### src/rtl/mmio_pkg.sv
// Shared types and widths for the MMIO slot master and its bus interface.
package mmio_pkg;

  localparam int REQ_ADDR_W = 32;
  localparam int OFFSET_W   = 8;
  localparam int DATA_W     = 32;

  typedef enum logic [1:0] {
    OKAY    = 2'd0,
    SLVERR  = 2'd1,
    DECERR  = 2'd2,
    TIMEOUT = 2'd3
  } rsp_err_t;

  // A responder flagging both errors reports the decode error.
  function automatic rsp_err_t status_to_err(input logic slave_error, input logic decode_error);
    if (decode_error) return DECERR;
    if (slave_error) return SLVERR;
    return OKAY;
  endfunction

endpackage

### src/rtl/mmio_slot_master_if.sv
// Upstream request/response channel plus the shared slot bus, seen from the master.
interface mmio_slot_master_if #(
  parameter int NUM_SLOTS = 8
);
  import mmio_pkg::*;

  logic                              req_valid;
  logic                              req_ready;
  logic                              req_write;
  logic [REQ_ADDR_W-1:0]             req_addr;
  logic [DATA_W-1:0]                 req_wdata;

  logic                              rsp_valid;
  logic                              rsp_ready;
  logic [DATA_W-1:0]                 rsp_rdata;
  rsp_err_t                          rsp_err;

  logic [NUM_SLOTS-1:0]              chip_select;
  logic                              read;
  logic                              write;
  logic                              transaction_completed;
  logic [OFFSET_W-1:0]               addr;
  logic [DATA_W-1:0]                 wr_data;

  logic [NUM_SLOTS-1:0][DATA_W-1:0]  slot_rd_data;
  logic [NUM_SLOTS-1:0]              rd_done;
  logic [NUM_SLOTS-1:0]              wr_done;
  logic [NUM_SLOTS-1:0]              slave_error;
  logic [NUM_SLOTS-1:0]              decode_error;

  modport master (
    input  req_valid, req_write, req_addr, req_wdata, rsp_ready,
           slot_rd_data, rd_done, wr_done, slave_error, decode_error,
    output req_ready, rsp_valid, rsp_rdata, rsp_err,
           chip_select, read, write, transaction_completed, addr, wr_data
  );

  modport slave (
    output req_valid, req_write, req_addr, req_wdata, rsp_ready,
           slot_rd_data, rd_done, wr_done, slave_error, decode_error,
    input  req_ready, rsp_valid, rsp_rdata, rsp_err,
           chip_select, read, write, transaction_completed, addr, wr_data
  );

endinterface

### src/rtl/mmio_slot_master.sv
// Single-outstanding MMIO master: decodes a slot index, holds the slot bus until a
// done pulse or timeout, releases the responder, then returns one response.
module mmio_slot_master
  import mmio_pkg::*;
#(
  parameter int NUM_SLOTS      = 8,
  parameter int TIMEOUT_CYCLES = 64,
  parameter int SLOT_BITS      = $clog2(NUM_SLOTS)
) (
  input  logic               clk,
  input  logic               arst_n,
  mmio_slot_master_if.master bus
);

  typedef enum logic [1:0] {IDLE, WAIT, COMPLETE, RESP} state_t;

  localparam int                 CNT_W      = $clog2(TIMEOUT_CYCLES + 1);
  localparam logic [CNT_W-1:0]   CNT_LAST   = CNT_W'(TIMEOUT_CYCLES - 1);
  localparam logic [SLOT_BITS:0] SLOT_LIMIT = (SLOT_BITS + 1)'(NUM_SLOTS);

  state_t                state_q, state_d;
  logic                  write_q, write_d;
  logic [SLOT_BITS-1:0]  slot_q, slot_d;
  logic [OFFSET_W-1:0]   offset_q, offset_d;
  logic [DATA_W-1:0]     wdata_q, wdata_d;
  logic [DATA_W-1:0]     rdata_q, rdata_d;
  rsp_err_t              err_q, err_d;
  logic [CNT_W-1:0]      cnt_q, cnt_d;

  logic [SLOT_BITS-1:0]  req_slot;
  logic                  slot_out_of_range;
  logic                  done;
  rsp_err_t              done_err;
  logic                  unused_addr_bits;

  assign req_slot          = bus.req_addr[OFFSET_W +: SLOT_BITS];
  assign slot_out_of_range = ({1'b0, req_slot} >= SLOT_LIMIT);
  assign unused_addr_bits  = ^bus.req_addr[REQ_ADDR_W-1:OFFSET_W+SLOT_BITS];

  // Only the selected slot's done of the matching direction may end WAIT.
  assign done     = write_q ? bus.wr_done[slot_q] : bus.rd_done[slot_q];
  assign done_err = status_to_err(bus.slave_error[slot_q], bus.decode_error[slot_q]);

  assign bus.rsp_rdata = rdata_q;
  assign bus.rsp_err   = err_q;

  always_ff @(posedge clk or negedge arst_n) begin
    if (!arst_n) begin
      state_q  <= IDLE;
      write_q  <= 1'b0;
      slot_q   <= '0;
      offset_q <= '0;
      wdata_q  <= '0;
      rdata_q  <= '0;
      err_q    <= OKAY;
      cnt_q    <= '0;
    end else begin
      state_q  <= state_d;
      write_q  <= write_d;
      slot_q   <= slot_d;
      offset_q <= offset_d;
      wdata_q  <= wdata_d;
      rdata_q  <= rdata_d;
      err_q    <= err_d;
      cnt_q    <= cnt_d;
    end
  end

  always_comb begin
    state_d  = state_q;
    write_d  = write_q;
    slot_d   = slot_q;
    offset_d = offset_q;
    wdata_d  = wdata_q;
    rdata_d  = rdata_q;
    err_d    = err_q;
    cnt_d    = cnt_q;

    bus.req_ready             = 1'b0;
    bus.rsp_valid             = 1'b0;
    bus.chip_select           = '0;
    bus.read                  = 1'b0;
    bus.write                 = 1'b0;
    bus.transaction_completed = 1'b0;
    bus.addr                  = '0;
    bus.wr_data               = '0;

    case (state_q)
      IDLE: begin
        bus.req_ready = 1'b1;
        if (bus.req_valid) begin
          write_d  = bus.req_write;
          slot_d   = req_slot;
          offset_d = bus.req_addr[OFFSET_W-1:0];
          wdata_d  = bus.req_wdata;
          // A slot with no responder is answered without touching the bus.
          if (slot_out_of_range) begin
            err_d   = DECERR;
            rdata_d = '0;
            state_d = RESP;
          end else begin
            cnt_d   = '0;
            state_d = WAIT;
          end
        end
      end

      WAIT: begin
        bus.chip_select = NUM_SLOTS'(1) << slot_q;
        bus.read        = ~write_q;
        bus.write       = write_q;
        bus.addr        = offset_q;
        bus.wr_data     = wdata_q;
        cnt_d           = cnt_q + 1'b1;
        if (done) begin
          err_d   = done_err;
          rdata_d = (!write_q && done_err == OKAY) ? bus.slot_rd_data[slot_q] : '0;
          state_d = COMPLETE;
        end else if (cnt_q == CNT_LAST) begin
          err_d   = TIMEOUT;
          rdata_d = '0;
          state_d = COMPLETE;
        end
      end

      COMPLETE: begin
        bus.transaction_completed = 1'b1;
        state_d                   = RESP;
      end

      RESP: begin
        bus.rsp_valid = 1'b1;
        if (bus.rsp_ready) state_d = IDLE;
      end

      default: state_d = IDLE;
    endcase
  end

endmodule

### src/flat_wrapper.sv
// flat-port wrapper written by rule: the top's interface ports become plain ports
module mmio_slot_master_flat import mmio_pkg::*;
#(
  parameter int NUM_SLOTS      = 8,
  parameter int TIMEOUT_CYCLES = 64,
  parameter int SLOT_BITS      = $clog2(NUM_SLOTS)
)
  (clk, arst_n, bus_req_valid, bus_req_write, bus_req_addr, bus_req_wdata, bus_rsp_ready, bus_slot_rd_data, bus_rd_done, bus_wr_done, bus_slave_error, bus_decode_error, bus_req_ready, bus_rsp_valid, bus_rsp_rdata, bus_rsp_err, bus_chip_select, bus_read, bus_write, bus_transaction_completed, bus_addr, bus_wr_data);
  mmio_slot_master_if #(.NUM_SLOTS(NUM_SLOTS)) bus_i ();
  input  logic clk;
  input  logic arst_n;
  input wire logic [$bits(bus_i.req_valid)-1:0] bus_req_valid;
  input wire logic [$bits(bus_i.req_write)-1:0] bus_req_write;
  input wire logic [$bits(bus_i.req_addr)-1:0] bus_req_addr;
  input wire logic [$bits(bus_i.req_wdata)-1:0] bus_req_wdata;
  input wire logic [$bits(bus_i.rsp_ready)-1:0] bus_rsp_ready;
  input wire logic [$bits(bus_i.slot_rd_data)-1:0] bus_slot_rd_data;
  input wire logic [$bits(bus_i.rd_done)-1:0] bus_rd_done;
  input wire logic [$bits(bus_i.wr_done)-1:0] bus_wr_done;
  input wire logic [$bits(bus_i.slave_error)-1:0] bus_slave_error;
  input wire logic [$bits(bus_i.decode_error)-1:0] bus_decode_error;
  output wire logic [$bits(bus_i.req_ready)-1:0] bus_req_ready;
  output wire logic [$bits(bus_i.rsp_valid)-1:0] bus_rsp_valid;
  output wire logic [$bits(bus_i.rsp_rdata)-1:0] bus_rsp_rdata;
  output wire logic [$bits(bus_i.rsp_err)-1:0] bus_rsp_err;
  output wire logic [$bits(bus_i.chip_select)-1:0] bus_chip_select;
  output wire logic [$bits(bus_i.read)-1:0] bus_read;
  output wire logic [$bits(bus_i.write)-1:0] bus_write;
  output wire logic [$bits(bus_i.transaction_completed)-1:0] bus_transaction_completed;
  output wire logic [$bits(bus_i.addr)-1:0] bus_addr;
  output wire logic [$bits(bus_i.wr_data)-1:0] bus_wr_data;
  assign bus_i.req_valid = bus_req_valid;
  assign bus_i.req_write = bus_req_write;
  assign bus_i.req_addr = bus_req_addr;
  assign bus_i.req_wdata = bus_req_wdata;
  assign bus_i.rsp_ready = bus_rsp_ready;
  assign bus_i.slot_rd_data = bus_slot_rd_data;
  assign bus_i.rd_done = bus_rd_done;
  assign bus_i.wr_done = bus_wr_done;
  assign bus_i.slave_error = bus_slave_error;
  assign bus_i.decode_error = bus_decode_error;
  assign bus_req_ready = bus_i.req_ready;
  assign bus_rsp_valid = bus_i.rsp_valid;
  assign bus_rsp_rdata = bus_i.rsp_rdata;
  assign bus_rsp_err = bus_i.rsp_err;
  assign bus_chip_select = bus_i.chip_select;
  assign bus_read = bus_i.read;
  assign bus_write = bus_i.write;
  assign bus_transaction_completed = bus_i.transaction_completed;
  assign bus_addr = bus_i.addr;
  assign bus_wr_data = bus_i.wr_data;
  mmio_slot_master #(.NUM_SLOTS(NUM_SLOTS), .TIMEOUT_CYCLES(TIMEOUT_CYCLES), .SLOT_BITS(SLOT_BITS)) u_core (.clk(clk), .arst_n(arst_n), .bus(bus_i));
endmodule
### config.mk
export PLATFORM = sky130hd
export DESIGN_NAME = mmio_slot_master_flat
export DESIGN_NICKNAME = d
export VERILOG_FILES = /design/src/rtl/mmio_pkg.sv /design/src/rtl/mmio_slot_master_if.sv /design/src/rtl/mmio_slot_master.sv /design/src/flat_wrapper.sv
export SDC_FILE = /design/constraint.sdc
export NUM_CORES = 1
export LEC_CHECK = 0
export CAP_MARGIN = 40
export CORE_AREA = 2 2 172 174
export DETAILED_ROUTE_END_ITERATION = 10
export DIE_AREA = 0 0 174 176
export GPL_ROUTABILITY_DRIVEN = 0
export PLACE_DENSITY_LB_ADDON = 0.2
export SLEW_MARGIN = 20
export SYNTH_ARGS = -nofsm -noshare
export SYNTH_HDL_FRONTEND = slang
export SYNTH_SLANG_ARGS = --single-unit
export TNS_END_PERCENT = 10
### constraint.sdc
create_clock -name clk -period 2.1 [get_ports clk]
set_input_delay 0.21 -clock clk [delete_from_list [all_inputs] [get_ports clk]]
set_output_delay 0.21 -clock clk [all_outputs]
set_load 0.05 [all_outputs]
==> results.yml <==
final_layout:
  final_cell_mix: "clkdlybuf4s50_1 (369), dfrtp_1 (84), mux4_2 (71), buf_12 (62), mux2_2 (49)"
  final_common_cell: "clkdlybuf4s50_1"
  antenna_cells: 0
  fin_area_um2: 11910
  drive_above_1_share_pct: 31.10
  area_growth_pct: 97.82
  final_nets: 1255
  utilization_pct: 41.73
placed_design:
  portBuffers: 422
  place_area_um2: 11380
  pre_cts_ws_ns: -0.2533
  detailed_place_hpwl_um: 21540
global_route:
  antenna_found_initial: 1
  overflow: 0
  grt_usage_pct: 17.00
  grt_pass1_wl_um: 38790
  grt_pass1_vias: 6293
  grt_max_degree: 46
clock_network:
  clk_pin_slew_ns: 0.07
  cts.sinks: 87
  cts_htree_levels: 3
  clockRootBuffer: "clkbuf_16"
  clk_path_buf_depth: 2
  cts_tree: "built"
  cts_buffers: 9
  clock_latency_ns: 0.35
synth:
  synth_warnings: 0
  synth_cells: 460
  synth_fa_ha_area_share_pct: 1.247
  synth_compound_area_share_pct: 6.981
  synth_area_um2: 6022
  syn-num-nets: 823
  synth_top_family_by_area: "multiplexers"
  synthXorXnorAreaFrac_pct: 0.1454
  synth-simple-area-share_pct: 9.246
  synth-seq-cells: 87
  syn_avg_cell_area_um2: 13.09
  yosysSeqAreaShare_pct: 36.15
  synth_mux_area_share_pct: 42.70
  yosysUniqueCellTypes: 36
drt:
  wl_met3_um: 2005
  vias_per_cell: 4.379
  topRoutingLayerUsed: "met5"
  dr.pass1.iters: 4
  postRouteWirelength_um: 26380
  ant_nets: 0
  wl_met1_um: 10180
  wl_met2_um: 13940
  vias: 5610
  drc_errors: 0
  drt_first_iter_violations: 179
  wl_per_cell_um: 20.60
power_and_ir_drop:
  power.leakage_uw: 0.004712
  p_total_uw: 14590
  powerDensity_nw_per_um2: 1225
  vdd_drop_max_v: 0.0003836
die:
  die_x_um: 174
  die_h_um: 176
  die_area_um2: 30620
  ios: 444
  std_cell_rows: 62
  core_um2: 28550
  initial_core_util_pct: 21.09
timing:
  final_max_slew_viol_count: 0
  hold_violations: 0
  timing.final.crit_share_pct: 101.8
  rsz0062_at_grt: "yes"
  finClkSkew_ns: 0.01779
  setup_viol: 14
  final.min_clock_period_ns: 2.138
  fin_ws_ns: -0.03785
  max_slew_margin_pct: 59.90
  worstMarginPinSlew_ns: 0.5997
  max_freq_mhz: 467.8
setup_path:
  r2r_start: "u_core.slot_q[2]"
  cp_max_fo: 15
  cp-start-kind: "register"
  worstReg2RegEnd: "u_core.bus.rsp_rdata[25]"
  critPathArrivalTime_ns: 2.40
  r2r_slack_ns: -0.04
  endpoint_kind: "register"
  worstPathRequired_ns: 2.36
  path_class: "reg -> reg"
  r2r_cells: 8
run_status:
  violations: "negative setup slack"
  status: "finished, violations left"
min_path:
  hold_path.class: "in -> async"
job:
  cap_violations: 0
==> registers in the layout, summed over array words and instances, names as in the netlist <==
| signal | count |
|---|---|
| u_core.slot_q | 3 |
| u_core.state_q | 2 |
| u_core.bus.rsp_rdata | 32 |
| u_core.cnt_q | 7 |
| u_core.bus.rsp_err | 2 |
| u_core.wdata_q | 32 |
| u_core.write_q | 1 |
| u_core.offset_q | 8 |
==> cells by family (layout without fill, tap and decap cells) <==
group,Yosys count,count (layout)
muxes,161,161
and+or+nand+nor,111,111
adders and majority gates,6,6
DFF,87,87
AOI/OAI and AO/OA,50,50
xor gates and xnor gates,1,1
buffers and inverters,44,481
==> power by group <==
group | leakage, uW | switching, uW | total [uW] | internal [uW]
logic | 0.00347 | 5000 | 10300 | 5280
registers | 0.00110 | 384 | 2700 | 2320
clock network | 0.000143 | 731 | 1610 | 877
==> critical path: stages (launching register included) <==
cell and delay (ns):
dfrtp_2 0.43, buf_12 0.15, mux2_4 0.30, mux4_2 0.52, o221ai_4 0.23, buf_6 0.14
buf_12 0.14, nand2_1 0.08, o21ai_2 0.05
==> per-stage QoR <==
step | hold slack [ns] | std cells | setup TNS, ns
finish | 0.3833 | 1281 | -0.3727
global route | 0.4175 | 1281 | -1.975
detailed placement | 0.2213 | 1256 | -7.495
global placement | 0.2114 | 1256 | -6.592
floorplan | -0.08559 | 460 | -0.5539
CTS | 0.3827 | 1281 | -1.125
==> how the worst max path moves through the flow <==
| stage | slack (ns) | from | endpoint |
|---|---|---|---|
| 2_1_floorplan | -0.12 | u_core.slot_q[2] | bus_chip_select[5] |
| 3_3_place_gp | -0.22 | bus_slave_error[0] | u_core.bus.rsp_rdata[0] |
| 3_5_place_dp | -0.25 | bus_slave_error[0] | u_core.bus.rsp_rdata[30] |
| 4_1_cts | -0.06 | u_core.slot_q[1] | u_core.bus.rsp_rdata[30] |
| 5_1_grt | -0.10 | u_core.slot_q[2] | u_core.bus.rsp_rdata[30] |
| 6_report | -0.04 | u_core.slot_q[2] | u_core.bus.rsp_rdata[25] |
==> layer usage <==
layer,vias to the layer above,GRT usage [%]
met4,2,3.116
met3,16,5.556
met2,234,31.62
met1,2757,19.09
li1,2601,-
met5,-,0
==> cell usage after synthesis <==
library cell / n / area share [%]
clkbuf_1: 19 / 1.2
mux2_1: 3 / 0.56
o21ai_0: 6 / 0.50
a21o_1: 1 / 0.12
o21ai_2: 28 / 4.1
mux4_2: 71 / 27
mux2i_1: 36 / 6.0
mux2_2: 50 / 9.3
dfrtp_1: 87 / 36
o221ai_4: 1 / 0.44
nand3_1: 2 / 0.17
nand4b_1: 2 / 0.29
inv_1: 5 / 0.31
ha_1: 6 / 1.2
o211ai_1: 1 / 0.12
o22ai_1: 1 / 0.10
a221o_1: 1 / 0.17
a32o_1: 1 / 0.17
o21ai_1: 3 / 0.25
a21oi_1: 1 / 0.083
and2_1: 41 / 4.3
a2bb2oi_1: 2 / 0.29
nor3_1: 4 / 0.33
o21bai_1: 1 / 0.12
buf_1: 2 / 0.12
a22o_1: 2 / 0.29
nand2b_1: 5 / 0.52
nor2b_1: 2 / 0.21
buf_6: 4 / 0.75
a221oi_2: 1 / 0.25
nor2_1: 12 / 0.75
xnor2_1: 1 / 0.15
mux2_4: 1 / 0.25
nand2_1: 42 / 2.6
or3_1: 1 / 0.10
buf_2: 14 / 1.2
==> what timing repair did <==
action,CTS,global route
hold buffers,1,0
resized for setup,18,19
setup endpoints to repair,52,56
hold endpoints to repair,32,0
gates cloned,2,1
pin swaps,3,14
buffers inserted,6,2
==> area by class of cell <==
cell class / count / area, um2
well taps: 384 / 480.5
clock buffers: 11 / 252.7
repair buffers: 460 / 5216
inverters: 5 / 18.77
clock inverters: 5 / 38.79
multi-input cells: 329 / 3720
flip-flops and latches: 87 / 2186
fillers: 2755 / 16630
Power figures use the tool's default switching activity.
